## config.mk

```make
export PLATFORM = sky130hd
export DESIGN_NAME = sr_ff_monitor
export DESIGN_NICKNAME = d
export VERILOG_FILES = /design/src/rtl/sr_ff_monitor.sv
export SDC_FILE = /design/constraint.sdc
export NUM_CORES = 1
export LEC_CHECK = 0
export CAP_MARGIN = 10
export CELL_PAD_IN_SITES_DETAIL_PLACEMENT = 0
export CELL_PAD_IN_SITES_GLOBAL_PLACEMENT = 2
export CORE_MARGIN = 5
export CORE_UTILIZATION = 38
export DETAILED_ROUTE_END_ITERATION = 10
export DONT_BUFFER_PORTS = 1
export PLACE_DENSITY_LB_ADDON = 0.25
export SETUP_SLACK_MARGIN = 0.3
export SLEW_MARGIN = 20
export SYNTH_ARGS = -nofsm -noshare
export SYNTH_HDL_FRONTEND = slang
export SYNTH_SLANG_ARGS = --single-unit
export TNS_END_PERCENT = 50
```

## constraint.sdc

```tcl
create_clock -name clk -period 3 [get_ports clk]
set_clock_uncertainty 0.05 [all_clocks]
set_input_delay 0.9 -clock clk [delete_from_list [all_inputs] [get_ports clk]]
set_output_delay 0.9 -clock clk [all_outputs]
set_load 0.05 [all_outputs]
```

## src/rtl/sr_ff_monitor.sv

```systemverilog
// Reference-model checker for an external SR flip-flop: predicts q one cycle after each s/r sample,
// flags q/qc disagreements and illegal s=r=1 drives, and keeps saturating event counters.
module sr_ff_monitor #(
  parameter int CNT_W = 8
) (
  input  logic             clk,
  input  logic             rst,
  input  logic             en,
  input  logic             s,
  input  logic             r,
  input  logic             q,
  input  logic             qc,
  output logic             exp_q,
  output logic [1:0]       state,
  output logic             mismatch,
  output logic             illegal,
  output logic             fail,
  output logic [CNT_W-1:0] chk_cnt,
  output logic [CNT_W-1:0] err_cnt,
  output logic [CNT_W-1:0] ill_cnt
);

  typedef enum logic [1:0] {
    ST_UNINIT  = 2'b00,
    ST_KNOWN   = 2'b01,
    ST_UNKNOWN = 2'b10
  } state_e;

  localparam logic [CNT_W-1:0] CNT_MAX = '1;
  localparam logic [CNT_W-1:0] CNT_ONE = {{(CNT_W-1){1'b0}}, 1'b1};

  state_e           state_q, state_d;
  logic             exp_q_q, exp_q_d;
  logic             mismatch_q, mismatch_d;
  logic             illegal_q, illegal_d;
  logic             fail_q, fail_d;
  logic [CNT_W-1:0] chk_cnt_q, chk_cnt_d;
  logic [CNT_W-1:0] err_cnt_q, err_cnt_d;
  logic [CNT_W-1:0] ill_cnt_q, ill_cnt_d;

  logic do_check;
  logic bad_out;
  logic mm_hit;
  logic ill_hit;

  function automatic logic [CNT_W-1:0] sat_inc(input logic [CNT_W-1:0] v, input logic inc);
    return (inc && (v != CNT_MAX)) ? (v + CNT_ONE) : v;
  endfunction

  // The check compares against the model as it stood before this edge's s/r sample is applied.
  always_comb begin
    do_check = en && (state_q == ST_KNOWN);
    bad_out  = (q != exp_q_q) || (qc != ~q);
    mm_hit   = do_check && bad_out;
    ill_hit  = en && s && r;

    state_d    = state_q;
    exp_q_d    = exp_q_q;
    mismatch_d = mm_hit;
    illegal_d  = ill_hit;
    fail_d     = fail_q | mm_hit;
    chk_cnt_d  = sat_inc(chk_cnt_q, do_check);
    err_cnt_d  = sat_inc(err_cnt_q, mm_hit);
    ill_cnt_d  = sat_inc(ill_cnt_q, ill_hit);

    if (en) begin
      case ({s, r})
        2'b10: begin
          exp_q_d = 1'b1;
          state_d = ST_KNOWN;
        end
        2'b01: begin
          exp_q_d = 1'b0;
          state_d = ST_KNOWN;
        end
        2'b11: state_d = ST_UNKNOWN;
        default: ;
      endcase
    end
  end

  always_ff @(posedge clk) begin
    if (rst) begin
      state_q    <= ST_UNINIT;
      exp_q_q    <= 1'b0;
      mismatch_q <= 1'b0;
      illegal_q  <= 1'b0;
      fail_q     <= 1'b0;
      chk_cnt_q  <= '0;
      err_cnt_q  <= '0;
      ill_cnt_q  <= '0;
    end else begin
      state_q    <= state_d;
      exp_q_q    <= exp_q_d;
      mismatch_q <= mismatch_d;
      illegal_q  <= illegal_d;
      fail_q     <= fail_d;
      chk_cnt_q  <= chk_cnt_d;
      err_cnt_q  <= err_cnt_d;
      ill_cnt_q  <= ill_cnt_d;
    end
  end

  assign exp_q    = exp_q_q;
  assign state    = state_q;
  assign mismatch = mismatch_q;
  assign illegal  = illegal_q;
  assign fail     = fail_q;
  assign chk_cnt  = chk_cnt_q;
  assign err_cnt  = err_cnt_q;
  assign ill_cnt  = ill_cnt_q;

endmodule

```

==> impl_metrics.env <==
export IMPL_arrival_ns=2.10
export IMPL_startpoint="err_cnt[2]$_SDFFE_PP0P_"
export IMPL_drtPass1Iterations=4
export IMPL_syn_nets=184
export IMPL_final_cell_mix="dfxtp_1 (30), nor2_1 (22), nand2_1 (12)"
export IMPL_core_area_sq_um=3689
export IMPL_dieArea_sq_um=5178
export IMPL_setup_viol_count_final=0
export IMPL_cp_slowest_cell="dfxtp_1"
export IMPL_ir_worst_vdd_mv=0.2022
export IMPL_design_area_sq_um=1654
export IMPL_worstReg2RegEnd="err_cnt[7]$_SDFFE_PP0P_"
export IMPL_crit_fanout=6
export IMPL_p_int_w=0.0006004
export IMPL_hpwlAfterDp_mm=2.563
export IMPL_die_y_microns=71.96
export IMPL_seqPwrFrac_pct=53.3
export IMPL_period_needed_ns=1.974
export IMPL_dominantRegCellSynth="dfxtp_1"
export IMPL_final_common_cell="dfxtp_1"
export IMPL_yosys_warnings=0
export IMPL_switching_power_w=0.0001968
export IMPL_track_usage_pct=14.33
export IMPL_routedWlPerCell_microns=14.79
export IMPL_post_cts_buffers=0
export IMPL_setup_tns_final_ns=0
export IMPL_antenna_found_initial=0
export IMPL_slew_headroom_pct=55.97
export IMPL_cts_root_buf="clkbuf_8"
export IMPL_start_kind="flop"
export IMPL_io_buffer_count=0
export IMPL_initial_core_util_pct=39.55
export IMPL_min_period_over_period_pct=65.82
export IMPL_hold_violations=0
export IMPL_rows=22
export IMPL_ctsResizeCount=0
export IMPL_syn_area_sq_um=1459
export IMPL_via_count=1268
export IMPL_use_met3_pct=6.787
export IMPL_clkPwrFrac_pct=40.4
export IMPL_min_delay_start="ill_cnt[3]$_SDFFE_PP0P_"
export IMPL_crit_chain="and3_1 > nand4_2 > or4_1 > and3b_1"
export IMPL_num_antenna_cells=0
export IMPL_rsz0062_at_grt="false"
export IMPL_synth_edf_count=0
export IMPL_min_to="ill_cnt[3]$_SDFFE_PP0P_"
export IMPL_drv_slew=0
export IMPL_ys_ff_latch=30
export IMPL_antenna_left=0
export IMPL_syn2layout_area_growth_pct=13.38
export IMPL_placed_area_sq_um=1572
export IMPL_whs_ns=0.6166
export IMPL_power_frac_comb_pct=6.2
export IMPL_drcViolationCount=0
export IMPL_asyncSetResetFlopFracSynth_pct=0
export IMPL_rrSetupSlack_ns=1.03
export IMPL_vias_per_cell=5.489
export IMPL_grt_use_met1_pct=17.12
export IMPL_hold_path_depth=2
export IMPL_fin_total_pwr_w=0.0007973
export IMPL_grt_max_degree=34
export IMPL_worstMarginPinSlew_ns=0.6596
export IMPL_max_freq_mhz=506.5
export IMPL_r2r_start="err_cnt[2]$_SDFFE_PP0P_"
export IMPL_cts_hold_fix_buffers=0
export IMPL_syn_inst=171
export IMPL_die_w_microns=71.96
export IMPL_hold_class="flop to flop"
export IMPL_met2_usage_pct=22.55
export IMPL_clockBufferDepth=2
export IMPL_first_iter_violations=67
export IMPL_drt_total_wl_mm=3.416
export IMPL_leakage_nw=0.5993
export IMPL_avgSynthCellArea_sq_um=8.532
export IMPL_clk_insertion_delay_late_ns=0.28
export IMPL_worst_r2r_cell_count=4
export IMPL_cap_violations=0
export IMPL_grt_pass1_wl_mm=5.871
export IMPL_clkSlewWorstSetupHoldPaths_ns=0.06
export IMPL_clock_sinks=30
export IMPL_drive_gt1_share_pct=10.93
export IMPL_ys_seq_area_share_pct=41.17
export IMPL_cts_made_buffers=5
export IMPL_power_density_nw_per_um2=482.0
export IMPL_status="finished, final reports clean"
export IMPL_end_kind="flop"
export IMPL_worstPathRequired_ns=3.12
export IMPL_num_io_pins=37
export IMPL_cts_htree_levels=2
export IMPL_power_share_switching_pct=24.69
export IMPL_gr_total_overflow=0
export IMPL_tritoncts="built"
export IMPL_crit_path_max_incr_delay_ns=0.72
export IMPL_synth_cell_types=38
export IMPL_busiest_layer="met2"
export IMPL_crit_type="flop to flop"
export IMPL_grt_pass1_vias=1238
export IMPL_nets=197
export IMPL_gp_congestion=0.7774
==> worst max-delay path by stage <==
stage,endpoint,slack (ns)
floorplan,err_cnt[4]$_SDFFE_PP0P_,0.96
global placement,err_cnt[4]$_SDFFE_PP0P_,0.83
detailed placement,err_cnt[4]$_SDFFE_PP0P_,0.77
CTS,ill_cnt[6],1.00
global route,err_cnt[4]$_SDFFE_PP0P_,0.91
finish,err_cnt[7]$_SDFFE_PP0P_,1.03
==> through the flow <==
step	utilization [%]	std cells	worst slack, ns
floorplan	-	171	0.9573
global placement	42.61	225	0.8317
detailed placement	42.61	225	0.7691
CTS	44.84	231	1.004
global route	44.84	231	0.9143
finish	44.84	231	1.026
==> per-layer routing <==
layer	vias to the layer above	wire length, microns
li1	638	-
met1	595	1504
met2	29	1565
met3	6	298
met4	0	47
met5	-	0
==> flip-flops by register name, indices dropped and copies added, names as in the netlist <==
signal	flops
chk_cnt	8
err_cnt	8
exp_q	1
fail	1
ill_cnt	8
illegal	1
mismatch	1
state	2
==> cells by family (layout without fill, tap and decap cells) <==
family	after synthesis	after routing	share of synthesized area [%]
AO/OA/AOI/OAI	32	32	13.89
XOR/XNOR	3	3	1.801
adder cells (fa/ha/maj)	6	6	5.146
buffers and inverters	14	26	4.117
flip-flops	30	30	41.17
multiplexers	8	8	5.660
AND/OR/NAND/NOR	78	78	28.22
==> cell usage after synthesis (4+ instances only) <==
cell	instances	area share (%)
nand2_1	12	3.1
a21oi_1	9	3.1
nand3_1	5	1.7
nor3_1	10	3.4
inv_1	10	2.6
dfxtp_1	30	41
ha_1	6	5.1
o21ai_0	5	1.7
a31oi_1	4	1.7
mux2i_1	6	4.1
a211oi_1	5	2.6
nor4_1	5	2.1
nor2_1	22	5.7
==> cell type report <==
class | instances | area, sq um
repair buffers | 10 | 75.07
flip-flops and latches | 30 | 600.6
fillers | 384 | 2034
clock buffers | 6 | 82.58
multi-input cells | 127 | 798.3
well taps | 48 | 60.06
inverters | 10 | 37.54
==> critical path, delay by kind of cell (launching register included) <==
family,cells,cell delay [ns]
simple gates,4,1.09
flops,1,0.72
==> power by group through the flow <==
stage                     Combinational (W)  Sequential [W]  Clock [W]
final                             0.0000498        0.000425   0.000322
after global routing              0.0000550        0.000426   0.000345
after CTS                         0.0000506        0.000426   0.000330
after detailed placement          0.0000504        0.000434          0
after global placement            0.0000484        0.000434          0
after floorplan                   0.0000317        0.000446          0
Note: power is estimated with default switching activity, not from simulation.
